===== src/rtl/simple_dma_pkg.sv =====
// Shared types and constants for the simple DMA controller.
package simple_dma_pkg;

    // Controller FSM states
    typedef enum logic [2:0] {
        ST_IDLE,
        ST_WAIT_DEV,
        ST_CAPTURE,
        ST_MEM_REQ,
        ST_MEM_RESP,
        ST_ACK,
        ST_GUARD,
        ST_DONE
    } state_t;

    // Transfer direction as presented on dma_rd_wr
    localparam logic DIR_READ  = 1'b1;   // memory -> device
    localparam logic DIR_WRITE = 1'b0;   // device -> memory

    // Byte-address step between consecutive 16-bit words
    localparam logic [15:0] ADDR_STEP = 16'd2;

    // Byte write enables for a full-word write and for a read
    localparam logic [1:0] WE_WORD = 2'b11;
    localparam logic [1:0] WE_NONE = 2'b00;

endpackage


===== src/rtl/dma_xfer_cnt.sv =====
// Address and remaining-word counter for one block transfer.
module dma_xfer_cnt
    import simple_dma_pkg::*;
(
    input  logic        clk,
    input  logic        reset_n,
    input  logic        load,
    input  logic        step,
    input  logic [15:0] start_addr,
    input  logic [15:0] num_words,
    output logic [14:0] word_addr,
    output logic        last
);

    logic [15:0] addr;
    logic [15:0] cnt;

    // Load on transfer start, advance by one word after each device strobe
    always_ff @(posedge clk or negedge reset_n) begin
        if (!reset_n) begin
            // NOTE: registers use <= so every flop samples pre-edge values, regardless of statement order.
            addr <= '0;
            cnt  <= '0;
        end else if (load) begin
            addr <= start_addr;
            cnt  <= num_words;
        end else if (step) begin
            addr <= addr + ADDR_STEP;   // modulo 2^16, 0xFFFE wraps to 0x0000
            cnt  <= cnt - 16'd1;
        end
    end

    assign word_addr = addr[15:1];
    assign last      = (cnt == 16'd1);

endmodule


===== src/rtl/simple_dma_controller.sv =====
// Block-transfer DMA engine: moves 16-bit words between a DMA peripheral
// and system memory through the core's DMA master port.
module simple_dma_controller
    import simple_dma_pkg::*;
#(
    parameter logic PRIORITY = 1'b0
) (
    input  logic        clk,
    input  logic        reset_n,
    input  logic        dma_rqst,
    input  logic        dma_rd_wr,
    input  logic [15:0] dma_start_address,
    input  logic [15:0] dma_num_words,
    input  logic        dev_ack,
    input  logic [15:0] dev_out,
    output logic        dma_ack,
    output logic [15:0] dev_in,
    output logic        dma_end_flag,
    output logic [14:0] mem_addr,
    output logic [15:0] mem_din,
    output logic        mem_en,
    output logic [1:0]  mem_we,
    output logic        mem_priority,
    input  logic [15:0] mem_dout,
    input  logic        mem_ready,
    input  logic        mem_resp,
    output logic        xfer_busy,
    output logic        xfer_error
);

    state_t      state;
    logic        rqst_q;     // dma_rqst delayed one cycle, for request/edge detection
    logic        dir;
    logic        abort_q;    // request dropped while an access is still in flight
    logic [15:0] rdata;
    logic        load;
    logic        step;
    logic [14:0] word_addr;
    logic        last;

    // A transfer starts once the request has been high for two samples
    assign load = (state == ST_IDLE) && rqst_q && dma_rqst;
    assign step = (state == ST_ACK);

    dma_xfer_cnt u_xfer_cnt (
        .clk        (clk),
        .reset_n    (reset_n),
        .load       (load),
        .step       (step),
        .start_addr (dma_start_address),
        .num_words  (dma_num_words),
        .word_addr  (word_addr),
        .last       (last)
    );

    // Transfer FSM with registered device- and memory-side outputs.
    // mem_din doubles as the captured device write word.
    always_ff @(posedge clk or negedge reset_n) begin
        if (!reset_n) begin
            state        <= ST_IDLE;
            rqst_q       <= 1'b0;
            dir          <= DIR_READ;
            abort_q      <= 1'b0;
            rdata        <= '0;
            dma_ack      <= 1'b0;
            dev_in       <= '0;
            dma_end_flag <= 1'b0;
            mem_addr     <= '0;
            mem_din      <= '0;
            mem_en       <= 1'b0;
            mem_we       <= WE_NONE;
            mem_priority <= PRIORITY;
            xfer_busy    <= 1'b0;
            xfer_error   <= 1'b0;
        end else begin
            rqst_q       <= dma_rqst;
            mem_priority <= PRIORITY;
            dma_ack      <= 1'b0;

            if (dma_rqst && !rqst_q)
                xfer_error <= 1'b0;

            case (state)
                ST_IDLE: begin
                    if (load) begin
                        dir     <= dma_rd_wr;
                        abort_q <= 1'b0;
                        if (dma_num_words == 16'd0) begin
                            state        <= ST_DONE;
                            dma_end_flag <= 1'b1;
                        end else begin
                            state     <= ST_WAIT_DEV;
                            xfer_busy <= 1'b1;
                        end
                    end
                end

                ST_WAIT_DEV: begin
                    if (!dma_rqst) begin
                        state     <= ST_IDLE;
                        xfer_busy <= 1'b0;
                    end else if (dev_ack) begin
                        if (dir == DIR_READ) begin
                            state    <= ST_MEM_REQ;
                            mem_en   <= 1'b1;
                            mem_we   <= WE_NONE;
                            mem_addr <= word_addr;
                        end else begin
                            state <= ST_CAPTURE;
                        end
                    end
                end

                ST_CAPTURE: begin
                    if (!dma_rqst) begin
                        state     <= ST_IDLE;
                        xfer_busy <= 1'b0;
                    end else begin
                        state    <= ST_MEM_REQ;
                        mem_din  <= dev_out;
                        mem_en   <= 1'b1;
                        mem_we   <= WE_WORD;
                        mem_addr <= word_addr;
                    end
                end

                ST_MEM_REQ: begin
                    // An accepted-pending access is never withdrawn
                    if (!dma_rqst)
                        abort_q <= 1'b1;
                    if (mem_ready) begin
                        mem_en <= 1'b0;
                        mem_we <= WE_NONE;
                        if (abort_q || !dma_rqst) begin
                            state     <= ST_IDLE;
                            xfer_busy <= 1'b0;
                        end else begin
                            state <= ST_MEM_RESP;
                        end
                    end
                end

                ST_MEM_RESP: begin
                    if (!dma_rqst) begin
                        state     <= ST_IDLE;
                        xfer_busy <= 1'b0;
                    end else if (mem_resp) begin
                        state        <= ST_DONE;
                        xfer_error   <= 1'b1;
                        dma_end_flag <= 1'b1;
                        xfer_busy    <= 1'b0;
                    end else begin
                        state   <= ST_ACK;
                        dma_ack <= 1'b1;
                        if (dir == DIR_READ) begin
                            rdata  <= mem_dout;
                            dev_in <= mem_dout;
                        end else begin
                            dev_in <= rdata;
                        end
                    end
                end

                ST_ACK: begin
                    if (!dma_rqst) begin
                        state     <= ST_IDLE;
                        xfer_busy <= 1'b0;
                    end else if (last) begin
                        state        <= ST_DONE;
                        dma_end_flag <= 1'b1;
                        xfer_busy    <= 1'b0;
                    end else begin
                        state <= ST_GUARD;
                    end
                end

                ST_GUARD: begin
                    if (!dma_rqst) begin
                        state     <= ST_IDLE;
                        xfer_busy <= 1'b0;
                    end else begin
                        state <= ST_WAIT_DEV;
                    end
                end

                ST_DONE: begin
                    if (!dma_rqst) begin
                        state        <= ST_IDLE;
                        dma_end_flag <= 1'b0;
                    end
                end

                default: begin
                    state     <= ST_IDLE;
                    xfer_busy <= 1'b0;
                end
            endcase
        end
    end

endmodule


===== config.mk =====
export PLATFORM = sky130hd
export DESIGN_NAME = simple_dma_controller
export DESIGN_NICKNAME = d
export VERILOG_FILES = /design/src/rtl/simple_dma_pkg.sv /design/src/rtl/dma_xfer_cnt.sv /design/src/rtl/simple_dma_controller.sv
export SDC_FILE = /design/constraint.sdc
export NUM_CORES = 1
export LEC_CHECK = 0
export BUFFER_PORTS_ARGS = -buffer_cell sky130_fd_sc_hd__buf_2
export CORE_AREA = 2 2 95 97
export CTS_CLUSTER_DIAMETER = 40
export DETAILED_ROUTE_END_ITERATION = 8
export DIE_AREA = 0 0 97 99
export MAX_ROUTING_LAYER = met4
export PLACE_DENSITY_LB_ADDON = 0.15
export SKIP_LAST_GASP = 1
export SLEW_MARGIN = 20
export SYNTH_ARGS = -nofsm -noshare
export SYNTH_HDL_FRONTEND = slang
export SYNTH_SLANG_ARGS = --single-unit

===== constraint.sdc =====
create_clock -name clk -period 2.28 [get_ports clk]
set_input_delay 0.456 -clock clk [delete_from_list [all_inputs] [get_ports clk]]
set_output_delay 0.456 -clock clk [all_outputs]
set_load 0.1 [all_outputs]

==> metrics.txt, run 1 <==
initial drt markers 217; Clock Pin Slew Worst Setup and Hold Paths 0.09 ns; crit-path cells buf_4, nand3b_1, a21oi_1, or4_1, a211o_1, a32oi_1; worst path bufs/invs 1; Nets 608; Ant. Diodes 0; I/O pins 126; Worst EP arrival 2.33 ns; Worst-Margin Slew 0.6115 ns; largest area contributor in the netlist dfrtp_1; XOR/XNOR share of the synthesized area 0.2008%; htree depth 3; Via density 5.681; clock buffer count from CTS 9; mean routed wirelength per cell 16.20 µm; Final setup violation count 0; ranking of synthesized cells by area dfrtp_1 51%, mux2_2 12%, nand2_1 4.5%, o21ai_0 2.8%, a221o_1 2.1%; Placer Congestion 0.9057; RR Startpoint state[0]; port bufs 123; max frequency 0.4875 GHz; end point of the critical path xfer_busy; Die H 99 µm; unrepaired setup endpoints after global routing false; gr usage total 23.02%; CP Depth 6; delay-heaviest family, CP simple AND/OR/NAND/NOR gates; R2R Setup Slk 0.23 ns; sequential area share after synthesis 51.66%; Slowest cell on crit path or4_1; top_reg_cell synth dfrtp_1; crit path from state[0]; CP max stage delay 0.59 ns; Max Slew Vio Count 0; drt total wl 10460 µm; layout cells sized above 1 40.71%; Clock Tree Buf Depth 2; top-area cell type share of the netlist area 51.06%; Worst Path Max Fanout 12; Non-Filler Instances 646; Cell Area, Synth 4362 µm²; global route overflow 0; hold slack 0.009035 ns; Pre-Repair DR Iteration Count 5; Hold WC Path Type primary input to asynchronous set/reset pin; antenna violations before repair 0; Hold Vio Cnt, Final 0; hpwl dp 7549 µm; post-synthesis cell count 402; status completed; Final min period 2.051 ns; Inst Count DP 629; Setup crit start kind flip-flop; total negative slack 0 ns; yosys warns 0; Die W 97 µm; Synth Register Bits 90; latest clock arrival within the worst-skew pair 0.37 ns; Cell Rows 34; clk sinks 90; Simple-Gate Fraction of Synth Area 16.41%; detailed-route DRC error count 0; Final Cell Area 5346 µm²; Core Region 8551 µm²; Worst Path Required 2.56 ns; post-synth cell types 58; Area Growth Syn to Fin 22.58%; Starting Density 51.01%; CTS tree yes; dpl cell area 5147 µm²; fraction of registers with async set or reset after synthesis 100.0%; antenna viol nets, final 0; synthesized-area fraction occupied by adder cells 0.8606%; EDFF count, synth 0; slew margin rel. 58.86%; critical path type flip-flop to flip-flop; vias in the first global route 3653; MaxCap Viol Count 0; largest net degree at the start of global routing 46; crit end category flip-flop; mux contribution to synthesized area 12.85%; fill count 730; Post-Syn Area per Cell 10.85 µm²; first-pass GRT wire length 17370 µm; Fin Clk Skew 0.01036 ns; Total Die Area 9603 µm²; dominant combinational cell family by area after synthesis simple AND/OR/NAND/NOR gates; Tcrit/Tclk final 89.97%; RR Endpoint xfer_busy; clock root buffer clkbuf_8; syn nets 476; worst r2r path cells 6; DR vias 3670; Synth Area in Compound Gates 14.60%
worst reg2reg max path: stages, from the launching register on:
cell and delay (ns):
dfrtp_1 0.53, buf_4 0.23, nand3b_1 0.08, a21oi_1 0.10
or4_1 0.59, a211o_1 0.29, a32oi_1 0.15
cells in the mapped netlist (all sizes together), types with 3 or more instances:
cell type and instances:
a22oi 3, or2 3, nand2b 3, or4 5
a21oi 11, inv 6, dfrtp 89, clkbuf 5
nand2 52, buf 18, o311ai 9, o21ai 25
nor3 8, nor4 10, a221o 9, nand3 13
nor2 21, nor3b 3, nor2b 4, or3 5
ha 3, nand3b 3, a31oi 6, mux2 48
o211ai 8
layout make-up:
class / count / area (µm²) / area share [%]
multi-input combinational: 283 / 1963 / 36.72
clock buffer: 10 / 127.6 / 2.387
timing repair buffer: 144 / 788.3 / 14.74
sequential: 90 / 2253 / 42.15
inverter: 6 / 22.52 / 0.4212
tap: 108 / 135.1 / 2.528
clock inverter: 5 / 56.30 / 1.053
how the worst min path moves through the flow:
stage / start / end / slack (ns) / cells past startpoint
after floorplan: reset_n / abort_q / 0.16 / 0
after global routing: reset_n / rdata[15] / 0.03 / 1
after detailed placement: reset_n / rdata[15] / 0.42 / 1
after global placement: reset_n / rdata[4] / 0.42 / 1
after CTS: reset_n / rdata[15] / 0.03 / 1
final: reset_n / rdata[15] / 0.009 / 1
cell usage in the layout (no fill, tap or decap), types with 4 or more instances in the layout:
cell type  Yosys  routed
dfrtp_1       89      89
a21oi_1       11      11
mux2_2        48      48
o211ai_1       8       8
a221o_1        9       9
inv_1          6       6
o311ai_0       9       8
o21ai_0       24      24
nor3_1         7       7
nor4_1         9       9
nand3_1       13      13
clkbuf_8       0       9
nor2b_1        4       4
buf_2         11     122
nor2_1        20      20
a31oi_1        6       6
nand2_1       52      52
or4_1          5       5
buf_4          6      21
stage by stage:
stage | util, % | worst slack, ns
global route | 62.53 | 0.06318
global placement | 60.20 | 0.2196
finish | 62.53 | 0.2288
CTS | 62.35 | 0.2329
floorplan | - | 0.3761
detailed placement | 60.20 | 0.1763
flip-flops by register name, summed over array words and instances (netlist names), 3 cells and up:
signal	flops
mem_din	16
rdata	16
u_xfer_cnt.cnt	16
mem_addr	15
u_xfer_cnt.addr	15
state	3
routing by layer:
layer,GRT usage [%],wire (µm),share of wire [%]
met3,4.255,617,5.9
met1,30.14,4677,45
met2,35.74,4968,47
met4,9.317,200,1.9
met5,-,0,0
cells by family (layout without fill, tap and decap cells):
logic type / Yosys count / in the layout
flops: 90 / 90
simple gates: 138 / 138
fa+ha+maj: 3 / 3
other cells: 1 / 1
compound gates: 90 / 90
mux: 50 / 50
buf+inv: 29 / 165
xor+xnor: 1 / 1
what timing repair did:
item | 4_1_cts | 5_1_grt
setup endpoints to repair | 0 | 1
hold buffers | 0 | 0
resized for setup | 0 | 1
buffers inserted | 0 | 2
Power of run 1 is not shown: default switching activity piles up to over one toggle a cycle in this logic, so the estimate is an artifact.
==> inputs of run 2 (changes only) <==
Settings changed: CELL_PAD_IN_SITES_DETAIL_PLACEMENT from default to 1, CELL_PAD_IN_SITES_GLOBAL_PLACEMENT from default to 1, CORE_AREA 2 2 95 97 to 2 2 108 110, DIE_AREA 0 0 97 99 to 0 0 110 112.
==> metrics.txt, run 2 (synthesized netlist as in run 1, its figures left out) <==
status completed; gr usage total 22.06% (-0.96 points); unrepaired setup endpoints after global routing false; initial drt markers 158 (-27%); Via density 5.400 (-4.9%); Ant. Diodes 0 (unchanged); Starting Density 39.03% (-12 points); drt total wl 12130 µm (+16%); most common cell after layout, fill and taps aside buf_2; Placer Congestion 0.8620 (-4.8%); Worst Path Max Fanout 5 (-7); vias in the first global route 3957 (+8.3%); Final min period 2.007 ns (-0.04470 ns); Worst-Margin Slew 0.5271 ns (-0.08442 ns); Slowest cell on crit path or3b_2; htree depth 3 (unchanged); Setup crit start kind flip-flop; fill count 1276 (+75%); Die H 112 µm (+13%); critical path type flip-flop to flip-flop; Clock Tree Buf Depth 2 (unchanged); Area Growth Syn to Fin 26.68%; most frequent cells in the layout 122 x buf_2, 89 x dfrtp_1, 52 x nand2_1, 48 x mux2_2, 24 x o21ai_0; clk sinks 90 (unchanged); delay-heaviest family, CP simple AND/OR/NAND/NOR gates; global route overflow 0 (unchanged); Die W 110 µm (+13%); port bufs 123 (unchanged); layout cells sized above 1 40.63% (-0.076 points); Worst EP arrival 2.22 ns (-0.11 ns); Total Die Area 12320 µm² (+28%); Cell Rows 39 (+15%); clock buffer count from CTS 9 (unchanged); latest clock arrival within the worst-skew pair 0.35 ns (-0.02 ns); first-pass GRT wire length 20420 µm (+18%); Largest regs mem_din x16, rdata x16, u_xfer_cnt.cnt x16; detailed-route DRC error count 0 (unchanged); Hold WC Path Type primary input to flip-flop; slew margin rel. 64.54% (+5.7 points); mean routed wirelength per cell 17.79 µm (+9.8%); Core Region 11170 µm² (+31%); Clock Pin Slew Worst Setup and Hold Paths 0.07 ns (-0.02 ns); I/O pins 126 (unchanged); largest net degree at the start of global routing 60 (+30%); worst path bufs/invs 2 (+1); total negative slack 0 ns (unchanged); crit-path cells inv_1, ha_1, or3b_2, nor2_1, buf_4, a31oi_1, a221o_1; Hold Vio Cnt, Final 0 (unchanged); antenna violations before repair 0 (unchanged); Worst Path Required 2.50 ns (-0.06 ns); MaxCap Viol Count 0 (unchanged); Final setup violation count 0 (unchanged); clock root buffer clkbuf_16; Core Util, Final 49.45% (-13 points); CTS tree yes; max frequency 0.4984 GHz (+2.2%); Tcrit/Tclk final 88.01% (-2.0 points); DR vias 3683 (+0.35%); Nets 608 (unchanged); Pre-Repair DR Iteration Count 6 (+1); hold slack 0.2911 ns (+0.2820 ns); hpwl dp 9053 µm (+20%); crit end category flip-flop; CP max stage delay 0.47 ns (-0.12 ns); Max Slew Vio Count 0 (unchanged); setup bufs post-CTS 0 (unchanged); Fin Clk Skew 0.006675 ns (-0.003686 ns); antenna viol nets, final 0 (unchanged)
[run 2: layout make-up]
class | instances | area, µm² | share of cell area [%]
multi-input combinational | 283 | 1963 | 35.53
timing repair buffer | 144 | 803.3 | 14.54
clock buffer | 11 | 242.7 | 4.393
tap | 143 | 178.9 | 3.238
clock inverter | 5 | 61.31 | 1.110
inverter | 6 | 22.52 | 0.4076
sequential | 90 | 2253 | 40.78
[run 2: final timing paths]
path | from | end | slack [ns] | cells past startpoint
max | u_xfer_cnt.cnt[0] | u_xfer_cnt.cnt[14] | 0.27 | 7
min | dma_rd_wr | dir | 0.29 | 3
max reg2reg | u_xfer_cnt.cnt[0] | u_xfer_cnt.cnt[14] | 0.27 | 7
min reg2reg | dir | dir | 0.49 | 2
max in group asynchronous | reset_n | dir | 1.20 | 3
min in group asynchronous | reset_n | xfer_error | 0.50 | 2
[run 2: what timing repair did]
item,4_1_cts,5_1_grt
hold buffers,1,0
gates resized for setup,0,0
setup endpoints to repair,0,0
hold endpoints to repair,10,0
[run 2: through the flow]
step	setup slack, ns	instances	cell area, µm²
2_1_floorplan	0.3761	402	4362
3_3_place_gp	0.2138	665	5211
3_5_place_dp	0.1752	665	5211
4_1_cts	0.2525	682	5525
5_1_grt	0.1048	682	5525
6_report	0.2735	682	5525
[run 2: tightest hold or removal path: stages]
cell     delay [ns]
buf_2          0.10
nand2_1        0.04
nand2_1        0.04
[run 2: metal layers]
layer	global-route usage, %	wire length, µm
met1	27.30	5422
met2	35.91	6073
met3	5.913	519
met4	4.979	116
met5	-	0
Power of run 2 is left out for the same reason.
